--- src/rtl/regfile_write_arbiter.sv ---
// -----------------------------------------------------------------------------
// regfile_write_arbiter
//
// Merges two register-file writeback streams onto the single write port of the
// register file. Requester A is the ALU writeback path, requester B is the
// load writeback path. Each requester owns a one-entry hold slot. Every cycle
// one valid slot is granted, and its entry moves into a registered write
// stage that drives the register file port directly.
//
// Configuration macros:
//   RF_ARB_RR_EN  defined   -> round-robin between the two slots when both are
//                              valid. The requester not granted last wins.
//                 undefined -> fixed priority. A always wins when both are
//                              valid, and no pointer register is built.
//   DATA_WIDTH    optional global default for the DATA_WIDTH parameter (32).
//
// Ports:
//   clk           clock, all state changes on the rising edge
//   rst           asynchronous, active-high reset
//   a_valid       A has a write pending
//   a_ready       A transfer is accepted on the next rising edge
//   a_rd          A destination register index
//   a_wd          A write data
//   b_valid       B has a write pending
//   b_ready       B transfer is accepted on the next rising edge
//   b_rd          B destination register index
//   b_wd          B write data
//   rf_wr         registered write enable to the register file
//   rf_rd         registered destination index to the register file
//   rf_wd         registered write data to the register file
//   pend          bit i set while an accepted, unretired write targets reg i
//   conflict_cnt  saturating count of edges on which both slots were valid
// -----------------------------------------------------------------------------

`ifndef DATA_WIDTH
`define DATA_WIDTH 32
`endif

module regfile_write_arbiter #(
  parameter int DATA_WIDTH = `DATA_WIDTH,
  parameter int CNT_WIDTH  = 16
) (
  input  logic                  clk,
  input  logic                  rst,

  input  logic                  a_valid,
  output logic                  a_ready,
  input  logic [4:0]            a_rd,
  input  logic [DATA_WIDTH-1:0] a_wd,

  input  logic                  b_valid,
  output logic                  b_ready,
  input  logic [4:0]            b_rd,
  input  logic [DATA_WIDTH-1:0] b_wd,

  output logic                  rf_wr,
  output logic [4:0]            rf_rd,
  output logic [DATA_WIDTH-1:0] rf_wd,

  output logic [31:0]           pend,
  output logic [CNT_WIDTH-1:0]  conflict_cnt
);

  // Hold slot for requester A.
  logic                  hold_a_valid;
  logic [4:0]            hold_a_rd;
  logic [DATA_WIDTH-1:0] hold_a_wd;

  // Hold slot for requester B.
  logic                  hold_b_valid;
  logic [4:0]            hold_b_rd;
  logic [DATA_WIDTH-1:0] hold_b_wd;

  // Combinational grant. At most one of these is high in any cycle.
  logic grant_a;
  logic grant_b;

  // Transfer strobes and the subset that actually fills a slot. Writes to
  // x0 are handshaken normally but dropped, because x0 is hardwired to zero.
  logic a_xfer;
  logic b_xfer;
  logic a_load;
  logic b_load;

  // A slot can take a new entry when it is empty, or when it is being issued
  // on this same edge. Ready does not look at valid, so the requester never
  // sees a combinational loop through this block.
  assign a_ready = !hold_a_valid || grant_a;
  assign b_ready = !hold_b_valid || grant_b;

  assign a_xfer = a_valid && a_ready;
  assign b_xfer = b_valid && b_ready;
  assign a_load = a_xfer && (a_rd != 5'd0);
  assign b_load = b_xfer && (b_rd != 5'd0);

`ifdef RF_ARB_RR_EN
  // Round-robin pointer. Low means A has priority on the next collision.
  // After any grant, priority moves to the requester that was not granted.
  logic rr_ptr_b;

  always_ff @(posedge clk or posedge rst) begin
    if (rst) begin
      rr_ptr_b <= 1'b0;
    end else if (grant_a) begin
      rr_ptr_b <= 1'b1;
    end else if (grant_b) begin
      rr_ptr_b <= 1'b0;
    end
  end

  // Grant when this slot is the only one valid, or when both are valid and
  // the pointer favours it.
  always_comb begin
    grant_a = 1'b0;
    grant_b = 1'b0;
    if (hold_a_valid && (!hold_b_valid || !rr_ptr_b)) begin
      grant_a = 1'b1;
    end else if (hold_b_valid) begin
      grant_b = 1'b1;
    end
  end
`else
  // Fixed priority. The ALU path always wins, so a stalled load writeback
  // waits until the ALU stream pauses.
  always_comb begin
    grant_a = 1'b0;
    grant_b = 1'b0;
    if (hold_a_valid) begin
      grant_a = 1'b1;
    end else if (hold_b_valid) begin
      grant_b = 1'b1;
    end
  end
`endif

  // Slot A. An issue clears the slot. A load on the same edge wins, so a
  // drain and refill together leaves the new entry stored.
  always_ff @(posedge clk or posedge rst) begin
    if (rst) begin
      hold_a_valid <= 1'b0;
      hold_a_rd    <= 5'd0;
      hold_a_wd    <= '0;
    end else begin
      if (grant_a) begin
        hold_a_valid <= 1'b0;
      end
      if (a_load) begin
        hold_a_valid <= 1'b1;
        hold_a_rd    <= a_rd;
        hold_a_wd    <= a_wd;
      end
    end
  end

  // Slot B. Same drain and refill behaviour as slot A.
  always_ff @(posedge clk or posedge rst) begin
    if (rst) begin
      hold_b_valid <= 1'b0;
      hold_b_rd    <= 5'd0;
      hold_b_wd    <= '0;
    end else begin
      if (grant_b) begin
        hold_b_valid <= 1'b0;
      end
      if (b_load) begin
        hold_b_valid <= 1'b1;
        hold_b_rd    <= b_rd;
        hold_b_wd    <= b_wd;
      end
    end
  end

  // Registered write stage. Index and data keep their last values when idle,
  // so only rf_wr toggles between writes.
  always_ff @(posedge clk or posedge rst) begin
    if (rst) begin
      rf_wr <= 1'b0;
      rf_rd <= 5'd0;
      rf_wd <= '0;
    end else if (grant_a) begin
      rf_wr <= 1'b1;
      rf_rd <= hold_a_rd;
      rf_wd <= hold_a_wd;
    end else if (grant_b) begin
      rf_wr <= 1'b1;
      rf_rd <= hold_b_rd;
      rf_wd <= hold_b_wd;
    end else begin
      rf_wr <= 1'b0;
    end
  end

  // Counts edges on which both slots are valid. It stops at all-ones so a
  // long contention run cannot wrap back to a small value.
  always_ff @(posedge clk or posedge rst) begin
    if (rst) begin
      conflict_cnt <= '0;
    end else if (hold_a_valid && hold_b_valid && (conflict_cnt != '1)) begin
      conflict_cnt <= conflict_cnt + CNT_WIDTH'(1);
    end
  end

  // Scoreboard for hazard logic. A register stays pending from acceptance
  // until its write leaves the write stage. Bit 0 is never set because
  // x0 writes are dropped.
  always_comb begin
    pend = '0;
    for (int i = 1; i < 32; i++) begin
      pend[i] = (hold_a_valid && (hold_a_rd == 5'(i))) ||
                (hold_b_valid && (hold_b_rd == 5'(i))) ||
                (rf_wr        && (rf_rd     == 5'(i)));
    end
  end

endmodule

--- config.mk ---
export PLATFORM = sky130hd
export DESIGN_NAME = regfile_write_arbiter
export DESIGN_NICKNAME = d
export VERILOG_FILES = /design/src/rtl/regfile_write_arbiter.sv
export SDC_FILE = /design/constraint.sdc
export NUM_CORES = 1
export LEC_CHECK = 0
export CORE_ASPECT_RATIO = 1.4
export CORE_UTILIZATION = 44
export DETAILED_ROUTE_END_ITERATION = 8
export PLACE_DENSITY = 0.78
export SYNTH_ARGS = -nofsm -noshare
export SYNTH_HDL_FRONTEND = slang
export SYNTH_SLANG_ARGS = --single-unit
export TNS_END_PERCENT = 5
--- constraint.sdc ---
create_clock -name clk -period 4.3 [get_ports clk]
set_clock_uncertainty 0.05 [all_clocks]
set_input_delay 0.86 -clock clk [delete_from_list [all_inputs] [get_ports clk]]
set_output_delay 0.86 -clock clk [all_outputs]
set_load 0.03 [all_outputs]
Word-level counts from Yosys, hierarchy flattened
Cells that the tools add are included.
{"block": "word_totals", "inputBits": 78, "reg_bits": 130, "word_cells": 288, "out_inout_bits": 88}
{"block": "op_classes", "reduce_logical": 170, "add_sub_neg": 1, "eq_ne": 94, "muxes": 13}
{"cell": "$eq 5x5->1 const B", "count": 48}
{"cell": "$eq 5x4->1 const B", "count": 24}
{"cell": "$logic_and 1x1->1", "count": 99}
{"cell": "$logic_or 1x1->1", "count": 64}
{"cell": "$mux 32", "count": 2}
{"cell": "$eq 5x3->1 const B", "count": 12}
{"cell": "$eq 5x2->1 const B", "count": 6}
{"cell": "$add 16x1->16 const B", "count": 1}
{"cell": "$ne 16x16->1 const B", "count": 1}
{"cell": "$eq 5x1->1 const B", "count": 3}
{"cell": "$mux 5", "count": 2}
{"cell": "$reduce_bool 5->1", "count": 2}
{"cell": "$mux 1", "count": 9}
{"cell": "$reduce_bool 2->1", "count": 3}
{"cell": "$logic_not 1->1", "count": 2}

Depth between registers and ports, before layout
Gate-level depths: netlist of the first run.
{"block": "logic_depth", "word_depth": 6, "mapped_depth": 6, "depth_no_buf": 5}

Worst setup path before layout of the first run
OpenSTA, ideal clock, no wires.
{"block": "synth_path", "kind": "register to output", "startpoint": "reg hold_a_rd[4]", "endpoint": "out pend[15]", "path_buffers": 0, "t_arrival_ns": 1.445, "path_slack_ns": 1.945, "required_ns": 3.390, "stages_incl_launch_ff": 3, "path_cell_list": "dfrtp_1 nand2b_1 o31ai_1"}
{"block": "synth_via", "elab_chain_len": 4}
{"item": "start: declaration", "line_no": "66", "source": "logic [4:0] hold_a_rd;"}
{"item": "start signal: assignment", "line_no": "149", "source": "hold_a_rd <= a_rd;"}
{"item": "$eq 5x4->1", "line_no": "209", "source": "pend[i] = (hold_a_valid && (hold_a_rd == 5'(i))) ||"}
{"item": "$logic_and 1x1->1", "line_no": "209"}
{"item": "$logic_or 1x1->1", "line_no": "209"}
{"item": "$logic_or 1x1->1", "line_no": "210", "source": "(hold_b_valid && (hold_b_rd == 5'(i))) ||"}
{"item": "end: declaration", "line_no": "60", "source": "output logic [31:0] pend,"}
Every way passes these cells.

Worst setup path in the final report of the first run
{"block": "layout_path", "startpoint": "reg hold_a_rd[1]", "endpoint": "out pend[14]"}
Same word-level chain as after synthesis.

==> flow_summary.yaml, run 1 <==
die:
  rows: 51
  start_util_pct: 44.8
  dieArea_um2: 14600
  fp.dieH_um: 143
  io_pins: 166
  dieWidth_um: 102
  core_um2: 13800
layout:
  mostFrequentLayoutCells: "clkdlybuf4s50_1 (163), dfrtp_1 (128), nand2_1 (110), mux2_2 (50)"
  drive_above_1_share_pct: 14.5
  layout.cells.most_common: "clkdlybuf4s50_1"
  fin_cells: 921
  nets: 802
  antenna_cells: 0
  areaGrowthSynthToFinish_pct: 38.4
sta:
  grt_setup_unrepaired: "false"
  whs_ns: 0.431
  fmax_mhz: 282
  final_critical_path_setup_slack_ns: 0.759
  worst_slew_margin_rel_pct: 45.1
  setup_viol: 0
  finalCriticalPeriod_ns: 3.54
  finalCritPeriodShare_pct: 82.3
  tightest_slew_ns: 0.821
  hold_viol: 0
  tns_ns: 0
  final_max_slew_viol_count: 0
synth:
  synth.top_cell.area_share_pct: 52.4
  synthesis.nets: 647
  synthMuxAreaShare_pct: 19.1
  synth_area_per_cell_um2: 10.9
  synthesis.area_um2: 6210
  synth.distinct_cells: 47
  postSynthCellCount: 568
  synthTopCellsByArea: "dfrtp_1 (52%), mux2_2 (9.1%), nand2_1 (6.7%), mux2i_1 (5.8%), a22oi_1 (3.0%)"
  synth_seq_cells: 130
  synth-edff-count: 0
  synth_flop_cell: "dfrtp_1"
  synth_top_family_by_area: "multiplexers"
  yosys_warnings: 0
  synthSimpleGateAreaFrac_pct: 14.3
  synth_xor_area_share_pct: 1.27
  synth-adder-area-share_pct: 0.202
  synthArstFlopShare_pct: 100
  yosysSeqAreaShare_pct: 52.4
  synth_largest_area_cell: "dfrtp_1"
  synth_compound_gate_area_share_pct: 8.83
critical_path:
  worstPathArrival_ns: 2.63
  r2r-start: "hold_a_valid"
  crit_type: "register to primary output"
  cp-end-kind: "primary output"
  cp.required_ns: 3.39
  reg2reg_to: "conflict_cnt[13]"
  worstPathMaxFanout: 10
  reg2reg_slack_ns: 1.54
  rr_worst_depth: 5
  startpoint_type: "register"
status:
  outcome: "complete, no violations"
run:
  maxCapViolations: 0
grt:
  grt_usage_pct: 23.5
  antenna_found_initial: 0
  grt_pass1_wl_mm: 25.7
  grt_pass1_vias: 5155
  grt_overflow: 0
  grt_max_degree: 74
detailed_routing:
  wire_per_inst_um: 17.9
  viasPerCell: 5.42
  drcViolationCount: 0
  detail-route-antenna-nets: 0
  vias: 4993
  drt_iter0_drc: 242
  wl_mm: 16.5
  dr.pass1.iters: 5
cts:
  htreeDepth: 4
  clock_latency_ns: 0.41
  cts_tree: "built"
  numClockSinks: 130
  numCtsBuffers: 17
  ctsResizeCount: 0
  ctsHoldBuffers: 0
  root_buffer: "clkbuf_16"
  cts_setup_buffers: 0
  clkTransAtPathRegs_ns: 0.06
  clockBufferDepth: 2
pwr:
  p_total_mw: 4.15
  switching_share_pct: 30.9
  vdd_ir_drop_max_mv: 0.286
  switching_power_mw: 1.28
  power.density_nw_per_um2: 483
  p_clk_share_pct: 37.1
  comb_power_share_pct: 24.9
  p_int_mw: 2.86
  p_leak_nw: 3.73
  seq_power_share_pct: 38.0
worst_hold_path:
  min_from: "hold_a_wd[21]"
  holdPathEnd: "rf_wd[21]"
  min_path_type: "register to register"
  hold_depth: 2
place:
  dp_cells: 889
  dp_hpwl_mm: 12.0
  place_congestion: 0.948
  pre_cts_ws_ns: 0.972
  port_buffers: 163
-- state kept, by name, indices dropped and copies added (netlist names) --
name,cells
conflict_cnt,16
hold_a_rd,5
hold_a_valid,1
hold_a_wd,32
hold_b_rd,5
hold_b_valid,1
hold_b_wd,32
rf_rd,5
rf_wd,32
rf_wr,1
-- logic make-up after synthesis --
logic type      after synthesis
flops                       130
other cells                   2
simple gates                196
buf+inv                      41
compound gates               83
mux                         106
fa+ha+maj                     1
xor+xnor                      9
-- Yosys cell counts (all sizes together), types with 3 or more instances --
master and n:
inv 6, buf 16, nand2b 10, clkbuf 19, a22oi 25, dfrtp 130
mux2 70, nor3 7, a31oi 5, nand3 7, nand2 111, xnor2 7
nor2 24, nor2b 9, nor4 3, and3 5, o21ai 37, and2 3
mux2i 36, nand4 10, a32oi 3
-- area by class of cell --
cell class	instances	area, µm²
Timing Repair Buffer	171	1700
Clock inverter	14	203
Clock buffer	18	439
Fill cell	1131	5250
Multi-Input combinational cell	397	2730
Sequential cell	130	3260
Inverter	6	26.3
Tap cell	185	231
-- critical path, stage by stage (launching register included) --
cell and delay, ns:
dfrtp_1 0.53, nor2b_1 0.47, nor2b_1 0.30, a32oi_1 0.14
nand2_1 0.11, clkdlybuf4s50_1 0.67
-- power by group through the flow --
stage	clock (mW)	sequential [mW]	combinational, mW
3_5_place_dp	0	1.59	1.03
2_1_floorplan	0	1.71	0.472
6_report	1.54	1.58	1.03
3_3_place_gp	0	1.58	1.01
4_1_cts	1.57	1.57	1.04
5_1_grt	1.62	1.60	1.10
-- metrics by stage --
| step | cell area [µm²] | utilization, % |
|---|---|---|
| finish | 8590 | 62.1 |
| global route | 8590 | 62.1 |
| CTS | 8590 | 62.1 |
| detailed placement | 7950 | 57.4 |
| global placement | 7950 | 57.4 |
| floorplan | 6210 | - |
-- how the worst max path moves through the flow --
stage,from,endpoint,slack (ns)
after global placement,b_rd[1],hold_b_wd[18],1.01
after global routing,hold_a_rd[4],pend[13],0.63
after floorplan,rst,conflict_cnt[0],1.78
final,hold_a_rd[1],pend[14],0.76
after detailed placement,b_rd[1],hold_b_wd[31],0.97
after CTS,hold_a_rd[1],pend[2],0.78
-- metal layers --
| metal | part of all wire [%] | up-vias | global-route usage (%) |
|---|---|---|---|
| met1 | 37 | 2455 | 25.4 |
| li1 | - | 2304 | - |
| met2 | 55 | 204 | 43.4 |
| met5 | 0 | - | 0 |
| met3 | 5.5 | 30 | 5.11 |
| met4 | 2.1 | 0 | 9.77 |
Note: power is estimated with default switching activity, not from simulation.
==> inputs of run 2 (changes only) <==
CORE_UTILIZATION = 49   (was 44)
PLACE_DENSITY = 0.82   (was 0.78)
clock period = 3.6 ns   (was 4.3 ns; I/O delays follow)
==> flow_summary.yaml, run 2 (same netlist as run 1, synthesis figures left out) <==
status:
  outcome: "complete, no violations"
pwr:
  vdd_ir_drop_max_mv: 0.547
  power.density_nw_per_um2: 564
  p_leak_nw: 3.71
cts:
  numCtsBuffers: 17
  root_buffer: "clkbuf_16"
  clkTransAtPathRegs_ns: 0.06
  ctsResizeCount: 0
  cts_setup_buffers: 0
  clockBufferDepth: 2
  htreeDepth: 4
  cts_tree: "built"
  numClockSinks: 130
  clock_latency_ns: 0.41
  ctsHoldBuffers: 0
place:
  port_buffers: 163
  placed_area_um2: 7930
  dp_hpwl_mm: 11.8
  place_congestion: 0.973
  dp_cells: 855
critical_path:
  startpoint_type: "register"
  crit_type: "register to primary output"
  cpMaxStageDelayCell: "clkdlybuf4s50_1"
  critPathTopFamily: "buffers and inverters"
  crit_start: "hold_a_rd[1]"
  crit_path_frequent_cell: "nor2b_1"
  r2r-start: "hold_b_valid"
  worstPathMaxFanout: 10
  slowest_delay_ns: 0.67
  worstPathArrival_ns: 2.55
  cp.required_ns: 2.83
  worstPathCellList: "nor2b_1, buf_4, nor2b_1, a22oi_1, nand2_1, clkdlybuf4s50_1"
  cp-end-kind: "primary output"
  path_buf_inv: 2
die:
  io_pins: 166
  dieWidth_um: 97.1
  start_util_pct: 50.4
  dieArea_um2: 13100
  rows: 48
  core_um2: 12300
  fp.dieH_um: 135
layout:
  final_core_util_pct: 69.1
  fin_area_um2: 8510
  antenna_cells: 0
  fin_cells: 887
  layout.cells.most_common: "clkdlybuf4s50_1"
  nets: 803
  mostFrequentLayoutCells: "clkdlybuf4s50_1 (163), dfrtp_1 (128), nand2_1 (110), mux2_2 (50)"
  reg.largest.list: "hold_a_wd x32, hold_b_wd x32, rf_wd x32"
  nFillCells: 882
  areaGrowthSynthToFinish_pct: 37.1
  drive_above_1_share_pct: 14.5
sta:
  tns_ns: 0
  final_max_slew_viol_count: 0
  hold_viol: 0
  whs_ns: 0.423
  finalCritPeriodShare_pct: 92.1
  fmax_mhz: 301
  setup_viol: 0
  worst_slew_margin_rel_pct: 45.3
  finalCriticalPeriod_ns: 3.32
  grt_setup_unrepaired: "false"
  tightest_slew_ns: 0.814
detailed_routing:
  viasPerCell: 5.75
  wire_per_inst_um: 19.0
  dr.pass1.iters: 6
  drt_iter0_drc: 288
  detail-route-antenna-nets: 0
  wl_mm: 16.8
  vias: 5101
  drcViolationCount: 0
grt:
  grt_usage_pct: 26.4
  grt_overflow: 0
  antenna_found_initial: 0
  grt_max_degree: 131
  busiest_layer: "met2"
  grt_pass1_wl_mm: 26.9
  grt_util_met2_pct: 47.4
  grt_use_met1_pct: 27.7
  use_met3_pct: 7.64
  grt_pass1_vias: 5298
worst_hold_path:
  min_from: "hold_a_wd[20]"
  min_path_type: "register to register"
run:
  maxCapViolations: 0
==> run 2: changes by cell type in the layout (fill, tap and decap cells not counted) <==
| cell | previous run | this run |
|---|---|---|
| buf_12 | 1 | 2 |
| clkbuf_8 | 1 | 0 |
| bufinv_16 | 4 | 2 |
| clkbuf_1 | 0 | 1 |
| inv_6 | 3 | 5 |
| clkinv_2 | 1 | 2 |
| clkinv_4 | 5 | 2 |
| clkinvlp_4 | 2 | 4 |
==> run 2: where the power goes <==
part / internal (mW) / switching (mW)
clock: 1.03 / 0.649
sequential: 1.68 / 0.196
combinational: 0.556 / 0.692
total: 3.27 / 1.54
==> run 2: per-layer routing <==
metal,part of all wire (%),vias to the layer above
li1,-,2305
met1,36,2489
met2,54,252
met3,6.5,55
met4,4.1,0
met5,0,-
==> run 2: final timing paths <==
check / end / cells past startpoint / slack (ns)
max in group asynchronous: hold_b_valid / 3 / 2.14
min reg2reg: rf_wd[20] / 2 / 0.42
min: rf_wd[20] / 2 / 0.42
min in group asynchronous: rf_wd[5] / 3 / 0.79
max reg2reg: conflict_cnt[15] / 5 / 0.87
max: pend[2] / 6 / 0.28
==> run 2: layout make-up <==
cell class / count / area, µm² / area share, %
Timing Repair Buffer: 172 / 1720 / 20.3
Clock buffer: 18 / 429 / 5.04
Clock inverter: 14 / 154 / 1.81
Tap cell: 150 / 188 / 2.21
Inverter: 6 / 26.3 / 0.309
Sequential cell: 130 / 3260 / 38.3
Multi-Input combinational cell: 397 / 2730 / 32.1
==> run 2: worst register-to-register path, cell delays in order (launching register included) <==
cell and delay [ns]:
dfrtp_2 0.46, buf_4 0.58, nand2_2 0.31, nor3_1 0.75
o2111ai_1 0.26, xnor2_1 0.19
==> run 2: per-stage QoR <==
step	setup WS, ns	total power [mW]
after CTS	0.312	4.83
after floorplan	1.22	2.60
after global placement	0.771	3.10
final	0.283	4.80
after detailed placement	0.765	3.14
after global routing	0.167	5.00
==> inputs of run 3 (changes only) <==
CORE_UTILIZATION = 35   (was 49)
PLACE_DENSITY = 0.62   (was 0.82)
==> flow_summary.yaml, run 3 (same netlist as run 1, synthesis figures left out) <==
pwr:
  vdd_ir_drop_max_mv: 0.240
  p_total_mw: 4.65
  p_leak_nw: 3.69
  power.density_nw_per_um2: 542
cts:
  clock_latency_ns: 0.40
  numCtsBuffers: 17
  numClockSinks: 130
  ctsResizeCount: 0
  root_buffer: "clkbuf_16"
  htreeDepth: 4
  cts_setup_buffers: 0
  clkTransAtPathRegs_ns: 0.06
  cts_tree: "built"
  clockBufferDepth: 2
  ctsHoldBuffers: 0
layout:
  nets: 802
  fin_cells: 971
  nFillCells: 1589
  drive_above_1_share_pct: 14.4
  final_core_util_pct: 49.6
  fin_area_um2: 8590
  layout.cells.most_common: "clkdlybuf4s50_1"
  reg.largest.list: "hold_a_wd x32, hold_b_wd x32, rf_wd x32"
  mostFrequentLayoutCells: "clkdlybuf4s50_1 (163), dfrtp_1 (128), nand2_1 (110), mux2_2 (50)"
  areaGrowthSynthToFinish_pct: 38.4
  antenna_cells: 0
detailed_routing:
  wire_per_inst_um: 17.2
  drcViolationCount: 0
  dr.pass1.iters: 6
  viasPerCell: 5.05
  drt_iter0_drc: 364
  vias: 4904
  wl_mm: 16.7
  detail-route-antenna-nets: 0
critical_path:
  slowest_delay_ns: 0.67
  path_buf_inv: 1
  worstPathMaxFanout: 7
  worstPathCellList: "nand2b_1, nor3b_1, a22oi_1, nand2_1, clkdlybuf4s50_1"
  cp-end-kind: "primary output"
  cp.required_ns: 2.83
  worstPathArrival_ns: 2.69
  reg2reg_slack_ns: 0.94
  startpoint_type: "register"
  critPathTopFamily: "simple AND/OR/NAND/NOR gates"
  cpMaxStageDelayCell: "clkdlybuf4s50_1"
  crit_type: "register to primary output"
sta:
  worst_slew_margin_rel_pct: 44.4
  fmax_mhz: 289
  tightest_slew_ns: 0.828
  finalCriticalPeriod_ns: 3.46
  grt_setup_unrepaired: "false"
  final_max_slew_viol_count: 0
  hold_viol: 0
  setup_viol: 0
  tns_ns: 0
  final_critical_path_setup_slack_ns: 0.144
  finalCritPeriodShare_pct: 96.0
  whs_ns: 0.419
worst_hold_path:
  min_path_type: "register to register"
place:
  pre_cts_ws_ns: 0.678
  placed_area_um2: 8050
  place_congestion: 0.964
  dp_cells: 940
  port_buffers: 163
  dp_hpwl_mm: 12.0
grt:
  grt_usage_pct: 18.9
  grt_pass1_vias: 4981
  grt_max_degree: 80
  antenna_found_initial: 0
  grt_overflow: 0
  grt_pass1_wl_mm: 26.6
die:
  rows: 57
  dieWidth_um: 115
  io_pins: 166
  start_util_pct: 35.8
  fp.dieH_um: 160
  dieArea_um2: 18300
  core_um2: 17300
run:
  maxCapViolations: 0
status:
  outcome: "complete, no violations"
-- run 3: cell count changes in the layout (fill, tap and decap cells not counted), sizes merged --
| cell | change |
|---|---|
| inv | -2 |
| bufinv | -2 |
| clkinvlp | +2 |
| clkbuf | +1 |
| buf | -1 |
-- run 3: worst paths after layout --
check,depth (start not counted),end,startpoint
worst max-delay path,5,pend[5],hold_a_rd[4]
worst min-delay path,2,rf_wd[7],hold_a_wd[7]
worst max register to register,5,conflict_cnt[15],hold_a_valid
worst min register to register,2,rf_wd[7],hold_a_wd[7]
max in group asynchronous,3,hold_a_valid,rst
min in group asynchronous,2,hold_a_wd[26],rst
-- run 3: per-layer routing --
layer	wire length (µm)	up-vias	track usage, %
met5	0	-	0
met4	502	0	9.03
met3	661	27	3.31
met2	8870	165	33.7
met1	6630	2410	21.4
li1	-	2302	-
-- run 3: area by class of cell --
class	count	area, µm²	area share [%]
clock buffer	19	453	5.27
clock inverter	12	83.8	0.976
inverter	6	26.3	0.306
multi-input combinational	397	2730	31.8
sequential	130	3260	37.9
tap	236	295	3.44
timing repair buffer	171	1740	20.3
-- run 3: power by group --
group / switching [mW] / leakage, nW / total, mW / internal, mW
combinational: 0.691 / 1.88 / 1.25 / 0.558
sequential: 0.178 / 1.56 / 1.86 / 1.68
clock: 0.632 / 0.254 / 1.55 / 0.913
total: 1.50 / 3.69 / 4.65 / 3.15
-- run 3: worst register-to-register path: cells and delay by family (launching register included) --
family          cells  cell delay, ns
simple gates        2            1.08
buf+inv             1            0.58
flops               1            0.36
compound gates      1            0.28
xor+xnor            1            0.18
